<file path="src/rtl/dif_ctrl_pkg.sv">
// Shared types and constants for the differentiator controller.
package dif_ctrl_pkg;
   localparam int DATA_W      = 13;
   localparam int WARMUP      = 3;
   localparam int FLUSH_LEN   = 3;
   localparam int DEF_TIMEOUT = 15;
   localparam int DEF_HOLDOFF = 8;

   typedef enum logic [2:0] {
      IDLE,
      FLUSH,
      RUN,
      FIRE,
      WAIT,
      ERR
   } state_t;
endpackage

</file>
<file path="src/rtl/dif_ctrl_evt.sv">
// Event detector: 14-bit magnitude of the third difference, threshold compare
// and holdoff suppression of events following an accepted one.
module dif_ctrl_evt
   import dif_ctrl_pkg::*;
#(
   parameter int HOLDOFF = DEF_HOLDOFF
) (
   input  logic                     clk,
   input  logic                     rst,
   input  logic                     clr,
   input  logic                     take,
   input  logic signed [DATA_W-1:0] third,
   input  logic        [DATA_W-1:0] thresh,
   output logic                     event_pulse
);
   localparam int HW = $clog2(HOLDOFF + 1);

   logic signed [DATA_W:0] ext;
   logic        [DATA_W:0] mag;
   logic                   hit;
   logic        [HW-1:0]   hold;

   // One extra bit so that |-4096| is representable.
   always_comb begin
      ext = {third[DATA_W-1], third};
      mag = ext[DATA_W] ? $unsigned(-ext) : $unsigned(ext);
      hit = (mag >= {1'b0, thresh});
   end

   always_ff @(posedge clk) begin
      if (rst) begin
         hold        <= '0;
         event_pulse <= 1'b0;
      end else begin
         event_pulse <= 1'b0;
         if (clr) begin
            hold <= '0;
         end else if (take) begin
            if (hold == '0) begin
               if (hit) begin
                  hold        <= HW'(HOLDOFF);
                  event_pulse <= 1'b1;
               end
            end else begin
               hold <= hold - 1'b1;
            end
         end
      end
   end
endmodule

</file>
<file path="src/rtl/dif_ctrl.sv">
// Differentiator sequencer: flush, sample issue, completion wait with timeout,
// warm-up masking and result registration.
module dif_ctrl
   import dif_ctrl_pkg::*;
#(
   parameter int TIMEOUT = DEF_TIMEOUT,
   parameter int HOLDOFF = DEF_HOLDOFF
) (
   input  logic                     clk,
   input  logic                     rst,
   input  logic                     start,
   input  logic                     stop,
   input  logic                     sample_valid,
   input  logic signed [DATA_W-1:0] sample_data,
   input  logic        [DATA_W-1:0] thresh,
   output logic                     en_dif,
   output logic signed [DATA_W-1:0] dif_data,
   input  logic                     dif_finish,
   input  logic signed [DATA_W-1:0] third_in,
   output logic                     result_valid,
   output logic signed [DATA_W-1:0] result_third,
   output logic                     event_pulse,
   output logic                     busy,
   output logic                     sample_drop,
   output logic                     err_timeout
);
   localparam int TW = $clog2(TIMEOUT + 1);

   state_t        state, nxt;
   logic [1:0]    flush_cnt;
   logic [1:0]    warm;
   logic [TW-1:0] wait_cnt;
   logic          stop_seen;
   logic          accept, take, flush_done, timed_out, done;

   always_comb begin
      accept     = (state == RUN) && sample_valid && !stop && !stop_seen;
      flush_done = (state == FLUSH) && (flush_cnt == 2'(FLUSH_LEN - 1));
      done       = (state == WAIT) && dif_finish;
      timed_out  = (state == WAIT) && !dif_finish && (wait_cnt == TW'(TIMEOUT - 1));
      take       = done && (warm == 2'(WARMUP));
   end

   always_ff @(posedge clk) begin
      if (rst) state <= IDLE;
      else     state <= nxt;
   end

   always_comb begin
      nxt = state;
      unique case (state)
         IDLE:  if (start && !stop) nxt = FLUSH;
         FLUSH: if (flush_done) nxt = RUN;
         RUN: begin
            if (stop || stop_seen) nxt = IDLE;
            else if (sample_valid) nxt = FIRE;
         end
         FIRE:  nxt = WAIT;
         WAIT: begin
            if (dif_finish) nxt = (stop || stop_seen) ? IDLE : RUN;
            else if (timed_out) nxt = ERR;
         end
         ERR:   if (start) nxt = FLUSH;
         default: nxt = IDLE;
      endcase
   end

   always_comb begin
      en_dif = (state == FLUSH) || (state == FIRE);
      busy   = (state != IDLE);
   end

   always_ff @(posedge clk) begin
      if (rst) begin
         dif_data     <= '0;
         flush_cnt    <= '0;
         warm         <= '0;
         wait_cnt     <= '0;
         stop_seen    <= 1'b0;
         result_valid <= 1'b0;
         result_third <= '0;
         sample_drop  <= 1'b0;
         err_timeout  <= 1'b0;
      end else begin
         sample_drop  <= sample_valid && !accept;
         result_valid <= take;
         if (take) result_third <= third_in;

         if (nxt == FLUSH && state != FLUSH) begin
            dif_data  <= '0;
            flush_cnt <= '0;
         end else if (state == FLUSH) begin
            flush_cnt <= flush_cnt + 2'd1;
         end
         if (accept) dif_data <= sample_data;

         if (flush_done)                          warm <= '0;
         else if (done && warm != 2'(WARMUP))     warm <= warm + 2'd1;

         if (state == FIRE)      wait_cnt <= '0;
         else if (state == WAIT) wait_cnt <= wait_cnt + 1'b1;

         // Stop is remembered while an operation is in flight and honoured at the next RUN/WAIT exit.
         if (state == IDLE || state == RUN || state == ERR) stop_seen <= 1'b0;
         else if (stop)                                     stop_seen <= 1'b1;

         if (timed_out)                   err_timeout <= 1'b1;
         else if (state == ERR && start)  err_timeout <= 1'b0;
      end
   end

   dif_ctrl_evt #(.HOLDOFF(HOLDOFF)) u_evt (
      .clk         (clk),
      .rst         (rst),
      .clr         (flush_done),
      .take        (take),
      .third       (third_in),
      .thresh      (thresh),
      .event_pulse (event_pulse)
   );
endmodule

</file>
<file path="config.mk">
export PLATFORM = sky130hd
export DESIGN_NAME = dif_ctrl
export DESIGN_NICKNAME = d
export VERILOG_FILES = /design/src/rtl/dif_ctrl_pkg.sv /design/src/rtl/dif_ctrl_evt.sv /design/src/rtl/dif_ctrl.sv
export SDC_FILE = /design/constraint.sdc
export NUM_CORES = 1
export LEC_CHECK = 0
export ABC_AREA = 0
export CAP_MARGIN = 20
export CELL_PAD_IN_SITES_DETAIL_PLACEMENT = 0
export CELL_PAD_IN_SITES_GLOBAL_PLACEMENT = 1
export CORE_MARGIN = 2
export CORE_UTILIZATION = 35
export DETAILED_ROUTE_END_ITERATION = 7
export PLACE_DENSITY_LB_ADDON = 0.2
export SETUP_SLACK_MARGIN = 0.3
export SYNTH_ARGS = -nofsm -noshare
export SYNTH_HDL_FRONTEND = slang
export SYNTH_SLANG_ARGS = --single-unit
export TNS_END_PERCENT = 1
</file>
<file path="constraint.sdc">
create_clock -name clk -period 3 [get_ports clk]
set_input_delay 0.3 -clock clk [delete_from_list [all_inputs] [get_ports clk]]
set_output_delay 0.3 -clock clk [all_outputs]
set_load 0.005 [all_outputs]
</file>
Word level (Yosys, flattened, before mapping)
Cells that the tools add are included.
Widths: inputs -> output; s select.
{"block": "op_classes", "div": 0, "add_sub_neg": 5, "magnitude_cmp": 1, "mul": 0, "eq_ne": 12, "bitwise_logic": 2, "shift": 0, "n_mux": 17, "reduce_logical": 32}
{"op": "$mux 13", "count": 2}
{"op": "$mux 3", "count": 7}
{"op": "$pmux 3 s6", "count": 1}
{"op": "$ge 14x13->1", "count": 1}
{"op": "$mux 14", "count": 1}
{"op": "$neg 13->14", "count": 1}
{"op": "$logic_and 1x1->1", "count": 13}
{"op": "$mux 4", "count": 2}
{"op": "$reduce_or 2->1", "count": 4}
{"op": "$eq 3x1->1 const B", "count": 2}
{"op": "$eq 3x2->1 const B", "count": 2}
{"op": "$eq 3x3->1 const B", "count": 2}
{"op": "$add 2x1->2 const B", "count": 2}
{"op": "$add 4x1->4 const B", "count": 1}
{"op": "$eq 2x2->1 const B", "count": 2}
{"op": "$eq 4x4->1 const B", "count": 1}
{"op": "$logic_not 1->1", "count": 4}
{"op": "$logic_not 4->1", "count": 1}
{"op": "$logic_or 1x1->1", "count": 4}
{"op": "$reduce_bool 2->1", "count": 2}
{"op": "$reduce_or 4->1", "count": 1}
{"op": "$sub 4x1->4 const B", "count": 1}
{"op": "$logic_not 3->1", "count": 1}
{"op": "$mux 1", "count": 3}
{"op": "7 further kinds", "count": 8}
{"block": "word_totals", "mem_bits_rw": 0, "output_inout_bits": 32, "in_bits": 45, "reg_bits": 46, "memories": 0, "rom_bits": 0, "latch_bits": 0}

Logic depth before layout (Yosys ltp)
Gate-level depths: netlist of run 1.
{"block": "logic_depth", "depth_word": 10, "mapped_depth": 12, "ltp_nobuf": 12}

Cells and area by module
A second synthesis of run 1 with hierarchy kept.
{"block": "unflattened", "hier_cells": 297, "hier_area_um2": 2600.0}
{"module": "dif_ctrl", "area_per_inst_um2": 1828.0, "instances": 1, "seq_area_each_um2": 820.8, "cells_each": 192}
{"module": "dif_ctrl_evt", "area_per_inst_um2": 772.0, "instances": 1, "seq_area_each_um2": 100.1, "cells_each": 105}

Worst setup path after synthesis of run 1
No wires, ideal clock.
{"block": "synth_path", "path_kind": "in2reg", "from": "input port third_in[0]", "to": "register u_evt.event_pulse", "setup_time_ns": 0.091, "n_path_buf": 0, "slack_ns": 0.657, "required_time_ns": 2.909, "stages": 12, "t_arrival_ns": 2.252, "cell_sequence": "inv_1 -> ha_1 -> nand3b_1 -> or3_1 -> o31ai_1 -> xnor2_1 -> ha_1 -> nand3_1 -> a211oi_1 -> o41ai_1 -> o211a_1 -> nor4bb_1"}
{"block": "synth_between", "elab_chain_cells": 4}
{"element": "start, declared", "line": "dif_ctrl.sv:19", "source": "input logic signed [DATA_W-1:0] third_in,"}
{"element": "$neg 13->14", "line": "dif_ctrl_evt.sv:26", "source": "mag = ext[DATA_W] ? $unsigned(-ext) : $unsigned(ext);"}
{"element": "$mux 14 (*)", "line": "dif_ctrl_evt.sv:26"}
{"element": "$ge 14x13->1 (*)", "line": "dif_ctrl_evt.sv:27", "source": "hit = (mag >= {1'b0, thresh});"}
{"element": "$mux 1 (*)", "line": "dif_ctrl_evt.sv:40", "source": "if (hit) begin"}
{"element": "end signal, assigned", "line": "dif_ctrl_evt.sv:33", "source": "event_pulse <= 1'b0;"}
{"element": "end signal, assigned", "line": "dif_ctrl_evt.sv:35", "source": "event_pulse <= 1'b0;"}
{"element": "end signal, assigned", "line": "dif_ctrl_evt.sv:42", "source": "event_pulse <= 1'b1;"}
{"element": "end, declared", "line": "dif_ctrl_evt.sv:14", "source": "output logic event_pulse"}
Mark *: on every way between the ends. The rest lies on a longest branch, timed or not.
A chain may end at the register's enable or synchronous reset.

Final worst setup path of run 1
Same ends and word-level chain as after synthesis.

==> impl_metrics.tcl, run 1 <==
set metrics [dict create \
    status "finished clean" \
    nets 439 \
    crit_arrival_ns 2.76 \
    power.density_mw_per_mm2 342.7 \
    h-tree-depth 2 \
    place_congestion 0.8294 \
    synth_edf_count 0 \
    syn2layout_area_growth_pct 42.58 \
    yosysWarnings 0 \
    clockPowerShare 0.319 \
    drc 0 \
    synthesis.area_mm2 0.002604 \
    design.core.area_mm2 0.007214 \
    die_y_um 90.25 \
    finalSetupViolCount 0 \
    setup_tns_ns 0 \
    diodes 0 \
    drt_iter0_drc 87 \
    grt_max_degree 38 \
    place_area_mm2 0.003478 \
    layout_commonest_cell "clkdlybuf4s50_1" \
    ant_nets 0 \
    grt_pass1_wl_um 10960 \
    grt_pass1_vias 2337 \
    syn_nets 354 \
    antenna_found_initial 0 \
    ctsHoldBuffers 0 \
    switching_share 0.2681 \
    seq_power_share 0.489 \
    drt-wirelength-per-cell_um 13.49 \
    holdCritStartpoint "rst" \
    cp_cell_sequence "dlygate4sd2_1 -> inv_1 -> ha_2 -> nand3b_1 -> or3_4 -> buf_4 -> nand2_1 -> xnor2_1 -> ha_1 -> nand4_1 -> a211oi_2 -> o41ai_2 -> o211a_1 -> nor4bb_2" \
    start_util 0.3609 \
    final_cell_mix "clkdlybuf4s50_1, dfxtp_1, inv_1" \
    synth-async-reset-ratio 0 \
    rsz0062_at_grt "false" \
    cp_num_buf_inv 3 \
    crit_type "in2reg" \
    worstSetupEndpointType "flop" \
    synth-main-ff-cell "dfxtp_1" \
    syn-instance-count 291 \
    final_area_mm2 0.003712 \
    fin_total_pwr_uw 1272 \
    die_w_um 90.25 \
    io_pins 77 \
    root_buffer "clkbuf_8" \
    p_int_uw 931.1 \
    cts_tree "done" \
    peakVddDrop_uv 146.4 \
    path_max_fanout 3 \
    clock-sinks 46 \
    clk_path_buf_depth 2 \
    slowest_stage "or3_4" \
    ys_seq_area_frac 0.3537 \
    row_count 31 \
    grt_overflow 0 \
    final_max_slew_viol_count 0 \
    worstSkewPairLatency_ns 0.30 \
    leakagePower_uw 0.001540 \
    r2r-start "state[0]$_SDFF_PP0_" \
    min_period_ns 2.556 \
    ys_ff_latch 46 \
    maxSlewHeadroom 0.4543 \
    cts_made_buffers 5 \
    firstDrtPassIters 4 \
    fin_worst_skew_ns 0.005755 \
    vias_per_cell 4.933 \
    syn_area_per_cell_um2 8.948 \
    layout-drive-gt1-share 0.1485 \
    hold_path.class "in2reg" \
    hpwl_um 4503 \
    max_freq_ghz 0.3912 \
    power_switching_uw 341.0 \
    die_area_mm2 0.008145 \
    power_frac_comb 0.192 \
    synth.distinct_cells 46 \
    cts.clk_slew.worst_paths_ns 0.09 \
    grt_use_total 0.1601 \
    startpoint_type "input pin" \
    crit_start "third_in[0]" \
    drt-total-wl_um 6421 \
    final-hold-violation-count 0 \
    min_period_over_period 0.8520 \
    crit_required_ns 3.20 \
    num_vias 2348 \
    maxCapViolCount 0 \
    cp_top_family "simple AND/OR/NAND/NOR gates" \
    port_buffers 76 \
    tightest_slew_ns 0.8186 \
    cp_slowest_stage_delay_ns 0.36 \
]
[repair_timing]
action / CTS / global route
endpoints found under the hold margin: 0 / 0
pin swaps: 9 / 11
setup buffers: 7 / 1
setup endpoints to repair: 1 / 2
gates resized for setup: 13 / 11
[kinds of logic (layout without fill, tap and decap cells)]
family / count (synthesis) / count (layout) / synth area share
compound gates: 59 / 59 / 0.1927
xor+xnor: 13 / 13 / 0.04373
fa+ha+maj: 18 / 18 / 0.08650
buf+inv: 49 / 135 / 0.07977
flops: 46 / 46 / 0.3537
mux: 13 / 13 / 0.04997
simple gates: 93 / 93 / 0.1937
[metal layers]
| metal | routed length (um) | global-route usage |
|---|---|---|
| met5 | 0 | 0 |
| met4 | 46 | 0.03462 |
| met3 | 316 | 0.04007 |
| met2 | 2831 | 0.2569 |
| met1 | 3226 | 0.2181 |
[final cells by class]
cell class | instances | area [um^2]
flip-flops and latches | 46 | 920.9
inverters | 32 | 120.1
fillers | 715 | 3502
multi-input cells | 196 | 1559
clock inverters | 2 | 12.51
repair buffers | 95 | 893.4
clock buffers | 6 | 82.58
well taps | 99 | 123.9
[power groups by stage]
| stage | Sequential (uW) | Combinational (uW) | Clock (uW) |
|---|---|---|---|
| after floorplan | 631 | 131 | 0 |
| after global placement | 636 | 226 | 0 |
| after detailed placement | 636 | 225 | 0 |
| after CTS | 622 | 238 | 422 |
| after global routing | 624 | 272 | 444 |
| final | 622 | 245 | 405 |
[sequential cells by signal, indices dropped and copies added, names as in the netlist]
name / cells
dif_data: 13
result_third: 13
u_evt.hold: 4
wait_cnt: 4
state: 3
flush_cnt: 2
warm: 2
err_timeout: 1
result_valid: 1
sample_drop: 1
stop_seen: 1
u_evt.event_pulse: 1
[metrics by stage]
stage | std cells | setup slack [ns] | util | hold slack (ns)
6_report | 476 | 0.4440 | 0.5146 | 0.3744
3_3_place_gp | 460 | 0.03966 | 0.4821 | 0.4651
3_5_place_dp | 460 | -0.06144 | 0.4821 | 0.4711
4_1_cts | 475 | 0.3172 | 0.5071 | 0.3765
5_1_grt | 476 | 0.3053 | 0.5146 | 0.3887
2_1_floorplan | 291 | 0.6571 | - | 0.4181
[worst paths after layout]
path	end	slack (ns)	cells past startpoint
max reg2reg	dif_data[1]$_SDFFE_PP0P_	0.71	5
min	result_third[3]$_SDFFE_PP0P_	0.37	2
min reg2reg	err_timeout$_SDFFE_PP0P_	0.48	2
max	u_evt.event_pulse$_SDFF_PP0_	0.44	14
[synth_stat cells, types with 2 or more instances]
cell type,number,area share
o32ai_2,10,0.062
a211oi_1,5,0.014
nor4bb_1,2,0.0077
nand3b_1,15,0.043
nor2_1,29,0.042
a21o_1,2,0.0058
xnor2_1,9,0.030
nor3_1,8,0.015
o41ai_1,3,0.010
nand3_1,3,0.0058
or3_1,4,0.0096
nand2_1,15,0.022
mux2i_1,13,0.050
o21ai_0,11,0.021
o31ai_1,2,0.0058
o211ai_1,2,0.0058
a21oi_1,11,0.021
nand4_1,2,0.0048
a2111oi_0,2,0.0067
xor2_1,4,0.013
nor2b_1,3,0.0072
clkbuf_1,9,0.013
buf_2,4,0.0077
buf_6,2,0.0086
dfxtp_1,46,0.35
o32ai_1,3,0.010
inv_1,32,0.046
nand4b_1,2,0.0067
nand2b_1,4,0.0096
ha_1,18,0.086
(Power assumes the default switching activity.)
==> inputs of run 2 (changes only) <==
- CAP_MARGIN: 20 -> default
==> results of run 2 <==
No change in the layout: final DEF, timing and power equal those of run 1.
==> inputs of run 3 (changes only) <==
- CORE_UTILIZATION: 35 -> 24
==> run 3 against run 2 <==
Sequential power is essentially flat. Largest power group unchanged. Global-route usage is 4.0 points lower. Register-to-register slack worse by 0.03 ns. Largest cell class unchanged. First-iteration DRC count fell by 29%. Critical path type unchanged. Setup slack got worse by 0.0016 ns. Sequential share of layout area down 0.28 points. Utilization down 16 points. Maximum frequency about the same. Critical path depth shrank 3. Non-clock buffer count down 1. Via count shrank 1.9%. Sequential cell count unchanged.
==> impl_metrics.tcl, run 3 (same netlist as run 1, synthesis figures left out) <==
set metrics [dict create \
    drc 0 \
    reg2reg_slack_ns 0.68 \
    crit_start "third_in[7]" \
    min_period_ns 2.558 \
    hold_path.class "in2reg" \
    grt_overflow 0 \
    crit_required_ns 3.22 \
    ant_nets 0 \
    r2r-start "state[0]$_SDFF_PP0_" \
    max_freq_ghz 0.3910 \
    grt_use_total 0.1196 \
    clk_path_buf_depth 2 \
    crit_type "in2reg" \
    cts.clk_slew.worst_paths_ns 0.10 \
    drt-total-wl_um 6945 \
    hold-worst-slack_ns 0.4065 \
    worstSetupEndpointType "flop" \
    maxSlewHeadroom 0.4586 \
    antenna_found_initial 0 \
    r2r_cells 5 \
    start_util 0.2434 \
    layout_commonest_cell "clkdlybuf4s50_1" \
    grt_pass1_vias 2271 \
    firstDrtPassIters 4 \
    layout-drive-gt1-share 0.1356 \
    grt_max_degree 27 \
    cts_tree "done" \
    fill_cells 1106 \
    design.core.area_mm2 0.01070 \
    diodes 0 \
    crit_arrival_ns 2.78 \
    maxCapViolCount 0 \
    place_ws_ns -0.1108 \
    rsz0062_at_grt "false" \
    root_buffer "clkbuf_8" \
    final-hold-violation-count 0 \
    power.density_mw_per_mm2 338.2 \
    leakagePower_uw 0.001562 \
    setup_ws_ns 0.4424 \
    tightest_slew_ns 0.8121 \
    vias_per_cell 4.465 \
    endpoint "u_evt.event_pulse$_SDFF_PP0_" \
    min_period_over_period 0.8525 \
    finalSetupViolCount 0 \
    reg.largest.list "dif_data (13), result_third (13)" \
    nets 438 \
    cts_made_buffers 5 \
    peakVddDrop_uv 172.0 \
    place_congestion 0.7820 \
    port_buffers 76 \
    path_max_fanout 4 \
    r2r-end "dif_data[0]$_SDFFE_PP0P_" \
    final_max_slew_viol_count 0 \
    hpwl_um 5079 \
    drt_iter0_drc 62 \
    drt-wirelength-per-cell_um 13.46 \
    io_pins 77 \
    row_count 38 \
    num_vias 2304 \
    status "finished clean" \
    syn2layout_area_growth_pct 44.21 \
    final_cell_mix "clkdlybuf4s50_1, dfxtp_1, inv_1" \
    fin_worst_skew_ns 0.01438 \
    h-tree-depth 2 \
    grt_pass1_wl_um 11020 \
    clock-sinks 46 \
    die_w_um 108.2 \
    die_y_um 108.2 \
    worstSkewPairLatency_ns 0.31 \
    die_area_mm2 0.01170 \
    startpoint_type "input pin" \
]
## run 3: cell types whose count changed in the layout (fill, tap and decap cells not counted), sizes merged
cell / delta
buf: -1
clkbuf: -1
clkdlybuf4s50: +1
clkinv: +1
dlygate4sd2: -6
dlymetal6s2s: +5
## run 3: worst min path at each step
stage,slack [ns],from,cells after the start,end
after floorplan,0.42,sample_valid,2,sample_drop$_SDFF_PP0_
after global placement,0.47,err_timeout$_SDFFE_PP0P_,2,err_timeout$_SDFFE_PP0P_
after detailed placement,0.48,err_timeout$_SDFFE_PP0P_,2,err_timeout$_SDFFE_PP0P_
after CTS,0.44,rst,2,result_third[5]$_SDFFE_PP0P_
after global routing,0.43,third_in[2],4,result_third[2]$_SDFFE_PP0P_
final,0.41,third_in[3],4,result_third[3]$_SDFFE_PP0P_
## run 3: layer usage
layer | global-route usage | routed length, um | vias to the layer above
li1 | - | - | 1191
met1 | 0.1629 | 3458 | 1070
met2 | 0.1905 | 3140 | 36
met3 | 0.02110 | 260 | 7
met4 | 0.04121 | 85 | 0
met5 | 0 | 0 | -
## run 3: final cells by class
cell class                 count  area [um^2]  share of cell area
multi-input combinational    196         1543              0.4109
sequential                    46        920.9              0.2453
timing repair buffer          94        905.9              0.2413
tap                          140        175.2             0.04665
inverter                      32        120.1             0.03199
clock buffer                   5        68.82             0.01833
clock inverter                 3        21.27            0.005665
## run 3: critical path, stage by stage
cell and delay (ns):
clkdlybuf4s50_1 0.47, or3_1 0.38, o41ai_2 0.23, nand2_1 0.10, xor2_1 0.15, ha_1 0.32, nand3_2 0.10, a211oi_2 0.23
o41ai_2 0.11, o211a_1 0.15, nor4bb_1 0.25
## run 3: stage by stage
stage               TNS [ns]  area, um^2  utilization  total power [uW]  cells
floorplan                  0        2604            -             761.9    291
CTS                        0        3674       0.3434              1287    514
finish                     0        3755       0.3510              1270    516
global placement           0        3567       0.3335             871.4    506
detailed placement   -0.1108        3567       0.3335             870.9    506
global route               0        3755       0.3510              1338    516
## run 3: report_power, final
group | leakage (uW) | internal (uW) | switching, uW
clock network | 0.0000441 | 164 | 241
logic | 0.00115 | 129 | 113
registers | 0.000371 | 615 | 7.37
total | 0.00156 | 909 | 361
## run 3: repair_timing
item / 4_1_cts / 5_1_grt
gates resized for setup: 3 / 16
hold buffers: 0 / 0
setup buffers: 0 / 2
pin swaps: 1 / 9
setup endpoints to repair: 1 / 2
